[src/rtl/clock_core_mux_pkg.sv]
`default_nettype none
// ============================================================================
// Module   : clock_pkg
// Purpose  : Shared definitions for the clock_core_mux digital-clock core:
//            7-segment encoder, scan digit indices and the blank pattern.
// Contents : DIG_M/DIG_MM/DIG_H/DIG_HH  - bit positions in dig_sel
//            SEG_BLANK                   - all segments off
//            seg7_encode()               - BCD -> {g,f,e,d,c,b,a}
// Revision : 1.0 - initial release
// ============================================================================
package clock_pkg;

    localparam int DIG_M  = 0;
    localparam int DIG_MM = 1;
    localparam int DIG_H  = 2;
    localparam int DIG_HH = 3;

    localparam logic [6:0] SEG_BLANK = 7'h00;

    // Active-high segments, bit order {g,f,e,d,c,b,a}; non-BCD codes blank.
    function automatic logic [6:0] seg7_encode(input logic [3:0] bcd);
        logic [6:0] s;
        case (bcd)
            4'd0:    s = 7'h3F;
            4'd1:    s = 7'h06;
            4'd2:    s = 7'h5B;
            4'd3:    s = 7'h4F;
            4'd4:    s = 7'h66;
            4'd5:    s = 7'h6D;
            4'd6:    s = 7'h7D;
            4'd7:    s = 7'h07;
            4'd8:    s = 7'h7F;
            4'd9:    s = 7'h6F;
            default: s = SEG_BLANK;
        endcase
        return s;
    endfunction

endpackage
`default_nettype wire

[src/rtl/clock_core_mux_if.sv]
`default_nettype none
// ============================================================================
// Module   : clock_core_mux_if
// Purpose  : Control and display bundle of the clock core.
// Signals  : set_min, set_hour, hold        - controls into the core
//            hh, h, mm, m (BCD), ss (binary) - current time
//            pm, sec_tick, colon             - status
//            dig_sel (one-hot), seg          - multiplexed 7-segment scan
// Modports : master - drives controls, observes time/display
//            slave  - the clock core
// Revision : 1.0 - initial release
// ============================================================================
interface clock_core_mux_if;
    logic       set_min;
    logic       set_hour;
    logic       hold;
    logic [3:0] hh;
    logic [3:0] h;
    logic [3:0] mm;
    logic [3:0] m;
    logic [5:0] ss;
    logic       pm;
    logic       sec_tick;
    logic       colon;
    logic [3:0] dig_sel;
    logic [6:0] seg;

    modport master (
        output set_min, set_hour, hold,
        input  hh, h, mm, m, ss, pm, sec_tick, colon, dig_sel, seg
    );

    modport slave (
        input  set_min, set_hour, hold,
        output hh, h, mm, m, ss, pm, sec_tick, colon, dig_sel, seg
    );
endinterface
`default_nettype wire

[src/rtl/clock_core_mux_bcd_digit_cntr.sv]
`default_nettype none
// ============================================================================
// Module   : bcd_digit_cntr
// Purpose  : One decimal digit of the clock: counts 0..MAX and wraps to 0,
//            with a parallel load that takes priority over counting.
// Ports    : clk, rst          - clock, asynchronous active-high reset
//            en                - advance by one
//            load, load_val    - overwrite the digit
//            q                 - current digit value
//            cy                - carry out, en && q==MAX (combinational)
// Revision : 1.0 - initial release
// ============================================================================
module bcd_digit_cntr #(
    parameter logic [3:0] MAX     = 4'd9,
    parameter logic [3:0] RST_VAL = 4'd0
) (
    input  wire logic       clk,
    input  wire logic       rst,
    input  wire logic       en,
    input  wire logic       load,
    input  wire logic [3:0] load_val,
    output logic      [3:0] q,
    output logic            cy
);

    logic [3:0] q_q;
    logic [3:0] q_d;

    always_comb begin
        q_d = q_q;
        if (load) begin
            q_d = load_val;
        end else if (en) begin
            q_d = (q_q == MAX) ? 4'd0 : q_q + 4'd1;
        end
    end

    always_ff @(posedge clk or posedge rst) begin
        if (rst) begin
            q_q <= RST_VAL;
        end else begin
            q_q <= q_d;
        end
    end

    assign q  = q_q;
    assign cy = en && (q_q == MAX);

endmodule
`default_nettype wire

[src/rtl/clock_core_mux.sv]
`default_nettype none
// ============================================================================
// Module   : clock_core_mux
// Purpose  : HH:MM:SS clock core with 12/24-hour mode, programmable
//            prescaler, set inputs and a 4-digit 7-segment scan driver.
// Ports    : clk  - system clock, rising edge
//            rst  - asynchronous active-high reset
//            cif  - clock_core_mux_if.slave (controls, time, display)
// Params   : PRESCALE - clk cycles per second (>= 2)
//            MODE_12H - 0: 00..23, 1: 12,01..11 with pm flag
//            HIDE_LZ  - blank the hour-tens digit when it is zero
//            SCAN_W   - scan advances one digit every 2^SCAN_W cycles
// Revision : 1.0 - initial release
// ============================================================================
module clock_core_mux
    import clock_pkg::*;
#(
    parameter int PRESCALE = 32768,
    parameter int MODE_12H = 0,
    parameter int HIDE_LZ  = 1,
    parameter int SCAN_W   = 4
) (
    input  wire logic         clk,
    input  wire logic         rst,
    clock_core_mux_if.slave   cif
);

    localparam int               PRE_W    = (PRESCALE > 2) ? $clog2(PRESCALE) : 1;
    localparam logic [PRE_W-1:0] PRE_LAST = PRE_W'(PRESCALE - 1);
    localparam logic [PRE_W-1:0] PRE_HALF = PRE_W'(PRESCALE / 2);
    localparam logic [3:0]       HH_RST   = (MODE_12H != 0) ? 4'd1 : 4'd0;
    localparam logic [3:0]       H_RST    = (MODE_12H != 0) ? 4'd2 : 4'd0;

    // ------------------------------------------------------------------
    // Prescaler and tick qualification
    // ------------------------------------------------------------------
    logic [PRE_W-1:0] pre_q, pre_d;
    logic             tick_raw;
    logic             tick_ok;

    assign tick_raw = !cif.hold && (pre_q == PRE_LAST);
    // A set pulse in the wrap cycle swallows that second entirely.
    assign tick_ok  = tick_raw && !cif.set_min && !cif.set_hour;

    always_comb begin
        pre_d = pre_q;
        if (cif.set_min) begin
            pre_d = '0;
        end else if (!cif.hold) begin
            pre_d = (pre_q == PRE_LAST) ? '0 : pre_q + 1'b1;
        end
    end

    // ------------------------------------------------------------------
    // Seconds / minutes digit chain
    // ------------------------------------------------------------------
    logic [3:0] su_q, st_q, m_q, mm_q, h_q, hh_q;
    logic       cy_su, cy_st, cy_m, cy_mm, cy_h, cy_hh;
    logic       min_en;
    logic       hour_adv;

    // set_min bumps minutes but its mm carry must not reach the hours.
    assign min_en   = cif.set_min || cy_st;
    assign hour_adv = cif.set_hour || (tick_ok && cy_mm);

    bcd_digit_cntr #(.MAX(4'd9), .RST_VAL(4'd0)) u_sec_u (
        .clk(clk), .rst(rst), .en(tick_ok), .load(cif.set_min),
        .load_val(4'd0), .q(su_q), .cy(cy_su)
    );

    bcd_digit_cntr #(.MAX(4'd5), .RST_VAL(4'd0)) u_sec_t (
        .clk(clk), .rst(rst), .en(cy_su), .load(cif.set_min),
        .load_val(4'd0), .q(st_q), .cy(cy_st)
    );

    bcd_digit_cntr #(.MAX(4'd9), .RST_VAL(4'd0)) u_min_u (
        .clk(clk), .rst(rst), .en(min_en), .load(1'b0),
        .load_val(4'd0), .q(m_q), .cy(cy_m)
    );

    bcd_digit_cntr #(.MAX(4'd5), .RST_VAL(4'd0)) u_min_t (
        .clk(clk), .rst(rst), .en(cy_m), .load(1'b0),
        .load_val(4'd0), .q(mm_q), .cy(cy_mm)
    );

    // ------------------------------------------------------------------
    // Hours: the wrap rule differs per mode, so the next hour is computed
    // here and loaded into both digits in one edge.
    // ------------------------------------------------------------------
    logic [3:0] hh_nx, h_nx;
    logic       pm_q, pm_d;

    always_comb begin
        hh_nx = hh_q;
        h_nx  = h_q + 4'd1;
        pm_d  = pm_q;
        if (MODE_12H != 0) begin
            if (hh_q == 4'd1 && h_q == 4'd2) begin
                hh_nx = 4'd0;
                h_nx  = 4'd1;
            end else if (hh_q == 4'd1 && h_q == 4'd1) begin
                h_nx = 4'd2;
                if (hour_adv) begin
                    pm_d = !pm_q;
                end
            end else if (h_q == 4'd9) begin
                hh_nx = 4'd1;
                h_nx  = 4'd0;
            end
        end else begin
            if (hh_q == 4'd2 && h_q == 4'd3) begin
                hh_nx = 4'd0;
                h_nx  = 4'd0;
            end else if (h_q == 4'd9) begin
                hh_nx = hh_q + 4'd1;
                h_nx  = 4'd0;
            end
        end
    end

    bcd_digit_cntr #(.MAX(4'd9), .RST_VAL(H_RST)) u_hour_u (
        .clk(clk), .rst(rst), .en(1'b0), .load(hour_adv),
        .load_val(h_nx), .q(h_q), .cy(cy_h)
    );

    bcd_digit_cntr #(.MAX(4'd2), .RST_VAL(HH_RST)) u_hour_t (
        .clk(clk), .rst(rst), .en(1'b0), .load(hour_adv),
        .load_val(hh_nx), .q(hh_q), .cy(cy_hh)
    );

    logic unused_cy;
    assign unused_cy = cy_h ^ cy_hh;

    // ------------------------------------------------------------------
    // Display scan: seg is derived from the next dig_sel so the enable
    // and its pattern switch on the same edge.
    // ------------------------------------------------------------------
    logic [SCAN_W-1:0] scan_q, scan_d;
    logic [3:0]        dig_q, dig_d;
    logic [6:0]        seg_q, seg_d;
    logic [3:0]        digit;

    always_comb begin
        scan_d = scan_q + 1'b1;
        dig_d  = (&scan_q) ? {dig_q[2:0], dig_q[3]} : dig_q;

        if (dig_d[DIG_HH]) begin
            digit = hh_q;
        end else if (dig_d[DIG_H]) begin
            digit = h_q;
        end else if (dig_d[DIG_MM]) begin
            digit = mm_q;
        end else begin
            digit = m_q;
        end

        seg_d = seg7_encode(digit);
        if ((HIDE_LZ != 0) && dig_d[DIG_HH] && (hh_q == 4'd0)) begin
            seg_d = SEG_BLANK;
        end
    end

    // ------------------------------------------------------------------
    // Registered status and scan outputs
    // ------------------------------------------------------------------
    logic sec_tick_q;
    logic colon_q;

    always_ff @(posedge clk or posedge rst) begin
        if (rst) begin
            pre_q      <= '0;
            pm_q       <= 1'b0;
            sec_tick_q <= 1'b0;
            colon_q    <= 1'b1;
            scan_q     <= '0;
            dig_q      <= 4'b0001;
            seg_q      <= 7'h3F;
        end else begin
            pre_q      <= pre_d;
            pm_q       <= pm_d;
            sec_tick_q <= tick_ok;
            colon_q    <= (pre_d < PRE_HALF);
            scan_q     <= scan_d;
            dig_q      <= dig_d;
            seg_q      <= seg_d;
        end
    end

    assign cif.hh       = hh_q;
    assign cif.h        = h_q;
    assign cif.mm       = mm_q;
    assign cif.m        = m_q;
    assign cif.ss       = 6'(st_q) * 6'd10 + 6'(su_q);
    assign cif.pm       = pm_q;
    assign cif.sec_tick = sec_tick_q;
    assign cif.colon    = colon_q;
    assign cif.dig_sel  = dig_q;
    assign cif.seg      = seg_q;

endmodule
`default_nettype wire

[src/flat_wrapper.sv]
// flat-port wrapper written by rule: the top's interface ports become plain ports
module clock_core_mux_flat import clock_pkg::*;
#(
    parameter int PRESCALE = 32768,
    parameter int MODE_12H = 0,
    parameter int HIDE_LZ  = 1,
    parameter int SCAN_W   = 4
)
  (clk, rst, cif_set_min, cif_set_hour, cif_hold, cif_hh, cif_h, cif_mm, cif_m, cif_ss, cif_pm, cif_sec_tick, cif_colon, cif_dig_sel, cif_seg);
  clock_core_mux_if cif_i ();
  input  wire logic clk;
  input  wire logic rst;
  input wire logic [$bits(cif_i.set_min)-1:0] cif_set_min;
  input wire logic [$bits(cif_i.set_hour)-1:0] cif_set_hour;
  input wire logic [$bits(cif_i.hold)-1:0] cif_hold;
  output wire logic [$bits(cif_i.hh)-1:0] cif_hh;
  output wire logic [$bits(cif_i.h)-1:0] cif_h;
  output wire logic [$bits(cif_i.mm)-1:0] cif_mm;
  output wire logic [$bits(cif_i.m)-1:0] cif_m;
  output wire logic [$bits(cif_i.ss)-1:0] cif_ss;
  output wire logic [$bits(cif_i.pm)-1:0] cif_pm;
  output wire logic [$bits(cif_i.sec_tick)-1:0] cif_sec_tick;
  output wire logic [$bits(cif_i.colon)-1:0] cif_colon;
  output wire logic [$bits(cif_i.dig_sel)-1:0] cif_dig_sel;
  output wire logic [$bits(cif_i.seg)-1:0] cif_seg;
  assign cif_i.set_min = cif_set_min;
  assign cif_i.set_hour = cif_set_hour;
  assign cif_i.hold = cif_hold;
  assign cif_hh = cif_i.hh;
  assign cif_h = cif_i.h;
  assign cif_mm = cif_i.mm;
  assign cif_m = cif_i.m;
  assign cif_ss = cif_i.ss;
  assign cif_pm = cif_i.pm;
  assign cif_sec_tick = cif_i.sec_tick;
  assign cif_colon = cif_i.colon;
  assign cif_dig_sel = cif_i.dig_sel;
  assign cif_seg = cif_i.seg;
  clock_core_mux #(.PRESCALE(PRESCALE), .MODE_12H(MODE_12H), .HIDE_LZ(HIDE_LZ), .SCAN_W(SCAN_W)) u_core (.clk(clk), .rst(rst), .cif(cif_i));
endmodule
[config.mk]
export PLATFORM = sky130hd
export DESIGN_NAME = clock_core_mux_flat
export DESIGN_NICKNAME = d
export VERILOG_FILES = /design/src/rtl/clock_core_mux_pkg.sv /design/src/rtl/clock_core_mux_if.sv /design/src/rtl/clock_core_mux_bcd_digit_cntr.sv /design/src/rtl/clock_core_mux.sv /design/src/flat_wrapper.sv
export SDC_FILE = /design/constraint.sdc
export NUM_CORES = 1
export LEC_CHECK = 0
export CORE_ASPECT_RATIO = 1.4
export CORE_MARGIN = 2
export CORE_UTILIZATION = 56
export DETAILED_ROUTE_END_ITERATION = 8
export GPL_TIMING_DRIVEN = 0
export PLACE_DENSITY = 0.88
export SLEW_MARGIN = 0
export SYNTH_ARGS = -nofsm -noshare
export SYNTH_HDL_FRONTEND = slang
export SYNTH_SLANG_ARGS = --single-unit
[constraint.sdc]
create_clock -name clk -period 3.1 [get_ports clk]
set_input_delay 0.31 -clock clk [delete_from_list [all_inputs] [get_ports clk]]
set_output_delay 0.31 -clock clk [all_outputs]
set_load 0.01 [all_outputs]
==> impl_metrics.json, run 1 <==
{
  "outcome": "completed",
  "vdd_drop_max_uv": 340,
  "fp.dieH_um": 94.7,
  "cts_made_buffers": 5,
  "hpwlAfterDp_mm": 5.13,
  "io_pins": 41,
  "grt_overflow": 0,
  "worst_pin_slew_ns": 0.852,
  "clockBufferDepth": 2,
  "wl_per_cell_um": 15.2,
  "grt_max_degree": 44,
  "max_cap_viol_count": 0,
  "cts_setup_buffers": 0,
  "die_x_um": 68.8,
  "placementRows": 33,
  "area_growth_pct": 17.7,
  "yosysWarnings": 0,
  "setup-violations-final": 0,
  "root_buffer": "clkbuf_8",
  "drive_gt1_frac": 0.101,
  "period_share": 0.905,
  "via_per_inst": 5.94,
  "rsz0062_at_grt": "false",
  "syn-cell-area_um2": 3290,
  "min_period_ns": 2.80,
  "fill_cells": 459,
  "fin_skew_ns": 0.0127,
  "track_usage": 0.239,
  "dieArea_um2": 6520,
  "postSynthCellCount": 337,
  "clock_sinks": 56,
  "synth_nets": 365,
  "p_leak_uw": 0.00172,
  "final_core_util": 0.670,
  "drt_wl_total_mm": 6.91,
  "min_path_type": "in -> async",
  "final_common_cell": "dfrtp_1",
  "critical_path.max_fanout": 7,
  "placed_cell_area_um2": 3790,
  "htreeDepth": 2,
  "layout_common_cells": "dfrtp_1 (48), clkdlybuf4s50_1 (39), o21ai_0 (29)",
  "clkLatencyLatePin_ns": 0.31,
  "core_area_um2": 5780,
  "tns_ns": 0,
  "r2r_slack_ns": 0.33,
  "drtPass1Iterations": 5,
  "syn_area_per_cell_um2": 9.77,
  "ys_ff_latch": 56,
  "synth_edf_count": 0,
  "drv_slew": 0,
  "synth_seq_area_share": 0.429,
  "grt_antenna_before_repair": 0,
  "synthArstFlopShare": 1.00,
  "gp_congestion": 0.830,
  "crit_required_ns": 2.79,
  "final_area_um2": 3870,
  "path_clk_slew_ns": 0.10,
  "yosysUniqueCellTypes": 55,
  "power-per-cell-area_nw_per_um2": 634,
  "drcViolationCount": 0,
  "fin_nets": 412,
  "grt_pass1_wl_mm": 12.0,
  "hold_viol_final": 0,
  "critPathKind": "reg -> out",
  "cts-resized-gates": 0,
  "cts_hold_buffers": 0,
  "port_buffers": 39,
  "cp-end-kind": "output port",
  "drt_iter0_markers": 185,
  "relSlewSlack": 0.424,
  "vias": 2703,
  "grt_pass1_vias": 2651,
  "critPathLaunchType": "register",
  "antenna-diode-count": 0,
  "start_util": 0.569,
  "ant_nets": 0,
  "ys.flop_type": "dfrtp_1",
  "arrival_ns": 2.49,
  "max_freq_mhz": 357,
  "cts_tree": "yes"
}
==> worst paths after layout <==
check / cells past startpoint / startpoint / endpoint
worst min-delay path: 2 / rst / u_core.u_min_u.q[3]
min in group clk: 1 / u_core.scan_q[0] / u_core.scan_q[0]
worst min register to register: 1 / u_core.scan_q[0] / u_core.scan_q[0]
worst max register to register: 9 / u_core.scan_q[0] / u_core.cif.seg[0]
worst max-delay path: 6 / u_core.u_sec_t.q[0] / cif_ss[5]
max in group asynchronous: 3 / rst / u_core.cif.dig_sel[0]
==> area by class of cell <==
cell class,instances,area (um^2),share of cell area
buffer,8,37.5,0.00969
clock buffer,7,76.3,0.0197
clock inverter,1,8.76,0.00226
inverter,23,86.3,0.0223
multi-input combinational,250,1760,0.453
sequential,56,1410,0.364
tap,70,87.6,0.0226
timing repair buffer,40,410,0.106
==> per-stage QoR <==
stage	worst slack, ns	total power, uW	instances	hold WS (ns)
2_1_floorplan	0.755	1620	337	0.423
3_3_place_gp	0.450	2010	446	0.439
3_5_place_dp	0.405	2070	447	0.454
4_1_cts	0.280	2460	455	0.267
5_1_grt	0.103	2630	455	0.279
6_report	0.295	2460	455	0.258
==> sequential cells by signal, summed over array words and instances (netlist names) <==
signal / count
u_core.cif.colon: 1
u_core.cif.dig_sel: 4
u_core.cif.sec_tick: 1
u_core.cif.seg: 7
u_core.pre_q: 15
u_core.scan_q: 4
u_core.u_hour_t.q: 4
u_core.u_hour_u.q: 4
u_core.u_min_t.q: 4
u_core.u_min_u.q: 4
u_core.u_sec_t.q: 4
u_core.u_sec_u.q: 4
==> routing by layer <==
layer / GRT usage / vias to the layer above / share of wire
met2: 0.413 / 82 / 0.54
met5: 0 / - / 0
met3: 0.0369 / 20 / 0.042
met4: 0.0980 / 0 / 0.027
li1: - / 1281 / -
met1: 0.290 / 1320 / 0.39
==> kinds of logic (layout without fill, tap and decap cells) <==
| kind of cell | Yosys count | count (layout) | synth area share |
|---|---|---|---|
| buf+inv | 31 | 79 | 0.0376 |
| other cells | 1 | 1 | 0.00114 |
| simple gates | 117 | 117 | 0.190 |
| compound gates | 72 | 72 | 0.147 |
| fa+ha+maj | 23 | 23 | 0.0897 |
| mux | 15 | 15 | 0.0479 |
| flops | 56 | 56 | 0.429 |
| xor+xnor | 22 | 22 | 0.0585 |
==> Yosys cell counts, types with 5 or more instances <==
library cell	n	area (um^2)
dfstp_2	8	210
mux2i_1	9	90.1
o21ai_0	29	145
a21oi_1	10	50.1
and3_1	6	37.5
o32ai_1	5	43.8
nor2_1	24	90.1
nand3_1	14	70.1
inv_1	22	82.6
nor3_1	5	25.0
nand2b_1	10	62.6
mux2_2	6	67.6
ha_1	22	275
o31ai_1	6	45.0
nand2_1	28	105
nor2b_1	6	37.5
dfrtp_1	48	1200
xnor2_1	12	105
xor2_1	10	87.6
==> critical path, cell delays in order, from the launching register on <==
cell             delay, ns
dfrtp_1               0.48
ha_1                  0.34
ha_1                  0.34
nor2b_1               0.14
o21ai_0               0.20
xnor2_1               0.15
clkdlybuf4s50_1       0.55
==> power breakdown <==
group / internal, uW / leakage [uW] / switching, uW
registers: 899 / 0.000717 / 179
clock network: 162 / 0.0000424 / 236
logic: 507 / 0.000958 / 475
Note: power is estimated with default switching activity, not from simulation.
==> inputs of run 2 (changes only) <==
--- a/config.mk
+++ b/config.mk
@@ -5,6 +5,7 @@
 export SDC_FILE = /design/constraint.sdc
 export NUM_CORES = 1
 export LEC_CHECK = 0
+export ABC_CLOCK_PERIOD_IN_PS = 3100
 export CORE_ASPECT_RATIO = 1.4
 export CORE_MARGIN = 2
 export CORE_UTILIZATION = 56
==> results of run 2 <==
Final layout, timing and power as in run 1 (identical DEF).
